$ cat config.mk
export PLATFORM = sky130hd
export DESIGN_NAME = mem
export DESIGN_NICKNAME = d
export VERILOG_FILES = /design/src/rtl/mem.sv
export SDC_FILE = /design/constraint.sdc
export NUM_CORES = 1
export LEC_CHECK = 0
export ABC_AREA = 1
export CAP_MARGIN = 20
export CORE_AREA = 3 3 143 145
export CTS_CLUSTER_DIAMETER = 30
export DETAILED_ROUTE_END_ITERATION = 8
export DIE_AREA = 0 0 146 148
export PLACE_DENSITY = 0.77
export SETUP_SLACK_MARGIN = 0.02
export SYNTH_ARGS = -nofsm -noshare
export SYNTH_HDL_FRONTEND = slang
export SYNTH_SLANG_ARGS = --single-unit
$ cat constraint.sdc
create_clock -name clk -period 4.3 [get_ports clk]
set_input_delay 0.86 -clock clk [delete_from_list [all_inputs] [get_ports clk]]
set_output_delay 0.86 -clock clk [all_outputs]
set_load 0.02 [all_outputs]
$ cat src/rtl/mem.sv
// Beta pipeline memory-access stage: registers the ALU-stage instruction and runs the data-memory
// handshake. Define MEM_ALIGN_CHECK_EN to trap misaligned LD/ST instead of aligning them down.
module mem (
    input  logic        clk,
    input  logic        rst_n,
    input  logic        valid_in,
    input  logic        op_ld_or_ldr,
    input  logic        op_st,
    input  logic        rf_w_mux_jump,
    input  logic [31:0] pc,
    input  logic [31:0] ir,
    input  logic [31:0] y,
    input  logic [31:0] st_data,
    output logic        stall_out,
    output logic        op_ld_or_ldr_next,
    output logic        op_st_next,
    output logic        rf_w_mux_jump_next,
    output logic [31:0] pc_next,
    output logic [31:0] ir_next,
    output logic [31:0] y_next,
    output logic [31:0] mem_rd,
    output logic        dmem_req,
    output logic        dmem_we,
    output logic [31:0] dmem_addr,
    output logic [31:0] dmem_wdata,
    input  logic        dmem_ready,
    input  logic [31:0] dmem_rdata,
    output logic        mem_misalign
);

    logic        valid_q, valid_d;
    logic        ld_q, ld_d;
    logic        st_q, st_d;
    logic        jmp_q, jmp_d;
    logic [31:0] pc_q, pc_d;
    logic [31:0] ir_q, ir_d;
    logic [31:0] y_q, y_d;
    logic [31:0] sd_q, sd_d;
    logic        done_q, done_d;
    logic [31:0] mem_rd_q, mem_rd_d;

    logic access;
    logic misalign;
    logic access_req;
    logic bubble;

    always_comb begin
        access = valid_q & (ld_q | st_q) & ~done_q;
`ifdef MEM_ALIGN_CHECK_EN
        misalign = access & (y_q[1:0] != 2'b00);
`else
        misalign = 1'b0;
`endif
        access_req = access & ~misalign;
        stall_out  = access_req & ~dmem_ready;
        // A trapped misaligned access is squashed so wb never writes the register file.
        bubble     = ~valid_q | stall_out | misalign;
    end

    always_comb begin
        dmem_req     = access_req;
        dmem_we      = st_q;
        dmem_addr    = {y_q[31:2], 2'b00};
        dmem_wdata   = sd_q;
        mem_misalign = misalign;
        mem_rd       = mem_rd_q;
        if (bubble) begin
            op_ld_or_ldr_next  = 1'b0;
            op_st_next         = 1'b1;
            rf_w_mux_jump_next = 1'b0;
            pc_next            = 32'd0;
            ir_next            = 32'd0;
            y_next             = 32'd0;
        end else begin
            op_ld_or_ldr_next  = ld_q;
            op_st_next         = st_q;
            rf_w_mux_jump_next = jmp_q;
            pc_next            = pc_q;
            ir_next            = ir_q;
            y_next             = y_q;
        end
    end

    always_comb begin
        valid_d  = valid_q;
        ld_d     = ld_q;
        st_d     = st_q;
        jmp_d    = jmp_q;
        pc_d     = pc_q;
        ir_d     = ir_q;
        y_d      = y_q;
        sd_d     = sd_q;
        done_d   = done_q;
        mem_rd_d = mem_rd_q;
        if (access_req && dmem_ready) begin
            done_d = 1'b1;
        end
        if (access_req && !st_q && dmem_ready) begin
            mem_rd_d = dmem_rdata;
        end
        // A load at the completing edge overrides done: the new instruction's state applies.
        if (!stall_out) begin
            valid_d = valid_in;
            ld_d    = op_ld_or_ldr;
            st_d    = op_st;
            jmp_d   = rf_w_mux_jump;
            pc_d    = pc;
            ir_d    = ir;
            y_d     = y;
            sd_d    = st_data;
            done_d  = 1'b0;
        end
    end

    always_ff @(posedge clk or negedge rst_n) begin
        if (!rst_n) begin
            valid_q  <= 1'b0;
            ld_q     <= 1'b0;
            st_q     <= 1'b0;
            jmp_q    <= 1'b0;
            pc_q     <= 32'd0;
            ir_q     <= 32'd0;
            y_q      <= 32'd0;
            sd_q     <= 32'd0;
            done_q   <= 1'b0;
            mem_rd_q <= 32'd0;
        end else begin
            valid_q  <= valid_d;
            ld_q     <= ld_d;
            st_q     <= st_d;
            jmp_q    <= jmp_d;
            pc_q     <= pc_d;
            ir_q     <= ir_d;
            y_q      <= y_d;
            sd_q     <= sd_d;
            done_q   <= done_d;
            mem_rd_q <= mem_rd_d;
        end
    end

endmodule

==> flow_summary.json, run 1 <==
{
  "cts_max_path_buffers": 2,
  "async_flop_share_pct": 100.0,
  "first_global_vias": 7115,
  "reg2reg_setup_slack_ns": 1.59,
  "drt_iter0_drc": 451,
  "setup-tns-final_ns": 0,
  "htreeDepth": 4,
  "insertion_delay_ns": 0.42,
  "hp-start": "mem_rd[28]",
  "core.rowCount": 51,
  "pin_count": 366,
  "cts_repair_resize_count": 0,
  "hold_path_end": "mem_rd[28]",
  "nNetsFinal": 1429,
  "yosys_most_used_dff": "dfrtp_1",
  "cp.required_ns": 3.44,
  "hold_buffers": 0,
  "io_buffer_count": 362,
  "num_vias": 7111,
  "drive_gt1_share_pct": 3.535,
  "crit_arrival_ns": 2.73,
  "design_power_total_mw": 4.676,
  "fin_crit_ns": 3.587,
  "final_cells": 1539,
  "hpwlAfterDp_mm": 16.22,
  "ir_drop_mv": 0.2456,
  "worstSetupStartpoint": "dmem_ready",
  "r2r_cells": 6,
  "yosysUniqueCellTypes": 13,
  "yosysSeqAreaShare_pct": 55.03,
  "tritoncts": "yes",
  "ys_ff_latch": 165,
  "timing.rr.end": "dmem_wdata[7]",
  "grt_use_total_pct": 21.68,
  "power_density_nw_per_um2": 399.4,
  "tightest_slew_ns": 0.9926,
  "reg2reg_from": "valid_q",
  "synth_top_area_share_pct": 55.03,
  "status": "complete, no violations",
  "grt_pass1_wl_mm": 37.83,
  "min_delay_path_depth": 2,
  "grt_max_degree": 135,
  "dp_cells": 1508,
  "wl_per_cell_um": 15.56,
  "avgSynthCellArea_um2": 7.792,
  "synth_enable_flop_cells": 0,
  "timing.fmax_mhz": 278.8,
  "hp-class": "register to register",
  "avgViaCountPerCell": 4.621,
  "area_delta_synth_final_pct": 56.01,
  "start_util_pct": 38.81,
  "die_h_um": 148,
  "hold_viol_final": 0,
  "drc": 0,
  "routabilityCongestion": 0.8284,
  "holdWs_ns": 0.4711,
  "synthCells": 963,
  "die_w_um": 146,
  "synth_area_um2": 7503,
  "clk_pin_slew_ns": 0.06,
  "yosys-top-cells-area": "dfrtp_1 (55%), nand2_1 (17%), nand3_1 (11%), inv_1 (5.2%), nor2_1 (5.1%)",
  "cts_setup_buffers": 0,
  "yosys_warnings": 0,
  "grt_overflow": 0,
  "ys_top_cells_by_count": "nand2_1 (330), dfrtp_1 (165), nand3_1 (165)",
  "first_pass_iters": 5,
  "synth.most_common_cell": "nand2_1",
  "start_kind": "input pin",
  "skew_ns": 0.009016,
  "slew-limit-headroom_pct": 33.83,
  "path_max_fanout": 134,
  "die-area_um2": 21610,
  "p_leak_nw": 5.851,
  "crit_type": "input pin to output pin",
  "drv_cap": 0,
  "final_max_slew_viol_count": 0,
  "cts-root-buf": "clkbuf_16",
  "ant_nets": 0,
  "cts_sinks": 165,
  "final_core_util_pct": 60.54,
  "cts_buffers": 17,
  "cp-end-kind": "output pin",
  "timing.final.crit_share_pct": 83.41,
  "setup-violations-final": 0,
  "fp.coreArea_um2": 19330,
  "rsz0062_at_grt": "false",
  "antenna_found_initial": 1,
  "yosysTopAreaCell": "dfrtp_1",
  "drt_wl_total_mm": 23.95
}
==> stage by stage <==
step	area [um2]	worst slack [ns]
after floorplan	7515	1.664
after global placement	11090	0.7087
after detailed placement	11090	0.7010
after CTS	11700	0.6808
after global routing	11710	0.6080
final	11710	0.7134
==> worst max path at each step <==
stage                   to  cells after the start  slack [ns]
2_1_floorplan  pc_next[20]                      6        1.66
3_3_place_gp    op_st_next                      6        0.71
3_5_place_dp    op_st_next                      6        0.70
4_1_cts         op_st_next                      6        0.68
5_1_grt         op_st_next                      6        0.61
6_report        op_st_next                      6        0.71
==> critical path, stage by stage <==
cell             delay (ns)
clkdlybuf4s50_1        0.50
inv_4                  0.05
nand3_4                0.10
buf_12                 0.46
nand3_1                0.17
clkdlybuf4s50_1        0.58
==> area by class of cell <==
| type | count | area (um2) |
|---|---|---|
| inverters | 104 | 392.9 |
| clock inverters | 11 | 172.7 |
| fillers | 1704 | 7629 |
| flip-flops and latches | 165 | 4129 |
| multi-input cells | 602 | 2497 |
| diodes | 1 | 2.502 |
| clock buffers | 19 | 442.9 |
| repair buffers | 372 | 3737 |
| well taps | 265 | 331.6 |
==> routing by layer <==
metal / global-route usage [%] / wire (um) / up-vias
met1: 26.33 / 9509 / 3333
li1: - / - / 3479
met4: 7.902 / 604 / 0
met2: 37.57 / 12210 / 261
met3: 5.457 / 1623 / 38
met5: 0 / 0 / -
==> cell usage in the layout (no fill, tap or decap), drive strengths merged <==
master	count
nand3	166
clkinvlp	1
conb	4
clkinv	2
diode	1
buf	11
dfrtp	165
inv	108
bufinv	4
clkbuf	19
clkdlybuf4s50	361
nor2	102
nand2	330
==> flip-flops by register name (all words and copies together), names as in the netlist <==
| register | cells |
|---|---|
| pc_q | 32 |
| ir_q | 32 |
| done_q | 1 |
| dmem_wdata | 32 |
| y_q | 32 |
| mem_rd | 32 |
| dmem_we | 1 |
| valid_q | 1 |
| jmp_q | 1 |
| ld_q | 1 |
==> cells by family after synthesis <==
| logic type | Yosys count | synth area share (%) |
|---|---|---|
| simple gates | 598 | 32.75 |
| buf+inv | 199 | 12.17 |
| flops | 165 | 55.03 |
| other cells | 1 | 0.04998 |
==> where the power goes <==
group          internal (mW)  switching [mW]
clock network          0.988           0.630
registers               1.73           0.105
logic                  0.576           0.648
total                   3.29            1.38
No activity file was read; power rests on OpenSTA's default activity.
==> inputs of run 2 (changes only) <==
- CORE_AREA: 3 3 143 145 -> unset
- CORE_MARGIN: unset -> 3
- CORE_UTILIZATION: unset -> 37
- DIE_AREA: 0 0 146 148 -> unset
- clock period: 4.3 -> 3.1 ns (I/O delays scaled with it)
==> flow_summary.json, run 2 (synthesized netlist as in run 1, its figures left out) <==
{
  "cts_setup_buffers": 0,
  "core.rowCount": 51,
  "cpMaxStageDelayCell": "clkdlybuf4s50_1",
  "htreeDepth": 4,
  "cts_sinks": 165,
  "drt_iter0_drc": 372,
  "drv_cap": 0,
  "final_cell_mix": "clkdlybuf4s50_1 (361), nand2_1 (329), nand3_1 (165), dfrtp_1 (165), inv_1 (103)",
  "grt_max_degree": 164,
  "reg2reg_from": "dmem_we",
  "grt_overflow": 0,
  "tritoncts": "yes",
  "drt_wl_total_mm": 24.21,
  "die-area_um2": 22020,
  "layout_commonest_cell": "clkdlybuf4s50_1",
  "first_pass_iters": 6,
  "holdWs_ns": 0.2035,
  "cts_max_path_buffers": 2,
  "clk_pin_slew_ns": 0.07,
  "wl_per_cell_um": 15.68,
  "fp.coreArea_um2": 19720,
  "ant_nets": 0,
  "insertion_delay_ns": 0.42,
  "cpPeakStageDelay_ns": 0.64,
  "r2r_cells": 7,
  "timing.rr.end": "dmem_wdata[19]",
  "setup-tns-final_ns": 0,
  "worstSetupStartpoint": "dmem_ready",
  "ir_drop_mv": 0.3612,
  "grt_use_total_pct": 21.74,
  "status": "complete, no violations",
  "crit_chain": "clkdlybuf4s50_1, inv_4, nand3_4, nand2_4, buf_12, nor2_1, clkdlybuf4s50_1",
  "hold_buffers": 0,
  "crit_buf_inv": 4,
  "setup-violations-final": 0,
  "cts-root-buf": "clkbuf_16",
  "p_leak_nw": 5.848,
  "design_power_total_mw": 6.370,
  "avgViaCountPerCell": 4.652,
  "cpMostUsedCell": "clkdlybuf4s50_1",
  "area_delta_synth_final_pct": 56.19,
  "tightest_slew_ns": 0.9298,
  "timing.fmax_mhz": 334.3,
  "cts_buffers": 17,
  "final_core_util_pct": 59.44,
  "rsz0062_at_grt": "false",
  "final_cells": 1544,
  "drc": 0,
  "antenna_found_initial": 0,
  "die_h_um": 148.4,
  "num_vias": 7183,
  "hpwlAfterDp_mm": 16.94,
  "timing.final.crit_share_pct": 96.50,
  "io_buffer_count": 362,
  "fin_crit_ns": 2.992,
  "final_max_slew_viol_count": 0,
  "n_antenna_cell": 0,
  "cp_top_family": "buffers and inverters",
  "start_kind": "input pin",
  "hp-class": "input pin to asynchronous set/reset pin",
  "die_w_um": 148.4,
  "pin_count": 366,
  "slew-limit-headroom_pct": 38.01,
  "cp-end-kind": "output pin",
  "grt_pass1_wl_mm": 37.75,
  "cts_repair_resize_count": 0,
  "skew_ns": 0.01140,
  "crit_arrival_ns": 2.37,
  "drive_gt1_share_pct": 3.987,
  "nNetsFinal": 1433,
  "hold_viol_final": 0,
  "path_max_fanout": 46,
  "crit_type": "input pin to output pin",
  "start_util_pct": 38.05,
  "crit_end": "y_next[31]",
  "routabilityCongestion": 0.8105,
  "cp.depth": 7,
  "reg2reg_setup_slack_ns": 1.16,
  "power_density_nw_per_um2": 543.5,
  "dp_cells": 1512,
  "cp.required_ns": 2.48,
  "first_global_vias": 7059
}
run 2: final cells by class:
| type | count | area (um2) |
|---|---|---|
| fillers | 1735 | 7998 |
| flip-flops and latches | 165 | 4129 |
| repair buffers | 376 | 3780 |
| multi-input cells | 602 | 2497 |
| clock buffers | 19 | 442.9 |
| inverters | 104 | 392.9 |
| well taps | 265 | 331.6 |
| clock inverters | 13 | 146.4 |
run 2: power by group:
| part | internal [mW] | switching (mW) |
|---|---|---|
| Clock | 1.22 | 0.895 |
| Sequential | 2.40 | 0.146 |
| Combinational | 0.806 | 0.905 |
run 2: how the worst min path moves through the flow:
stage / start / endpoint / slack (ns) / cells past startpoint
2_1_floorplan: rst_n / dmem_wdata[0] / 0.32 / 0
3_3_place_gp: mem_rd[3] / mem_rd[3] / 0.45 / 2
3_5_place_dp: mem_rd[12] / mem_rd[12] / 0.46 / 2
4_1_cts: rst_n / mem_rd[8] / 0.22 / 1
5_1_grt: rst_n / mem_rd[6] / 0.25 / 1
6_report: rst_n / mem_rd[8] / 0.20 / 1
run 2: stage by stage:
stage / setup slack (ns) / instance area (um2)
floorplan: 0.9440 / 7515
global placement: 0.1364 / 11130
detailed placement: 0.1211 / 11130
CTS: 0.1133 / 11720
global route: 0.03853 / 11720
finish: 0.1085 / 11720
run 2: metal layers:
metal	wire length (um)	GRT usage, %	up-vias
li1	-	-	3494
met1	9657	26.17	3364
met2	12180	37.59	272
met3	1568	5.058	53
met4	803	9.099	0
met5	0	0	-
run 2: worst register-to-register path, cell delays in order, from the launching register on:
cell     delay [ns]
dfrtp_1        0.46
inv_1          0.11
nand2_1        0.11
nand3_4        0.11
buf_4          0.14
buf_4          0.59
nand2_1        0.25
nand2_1        0.11
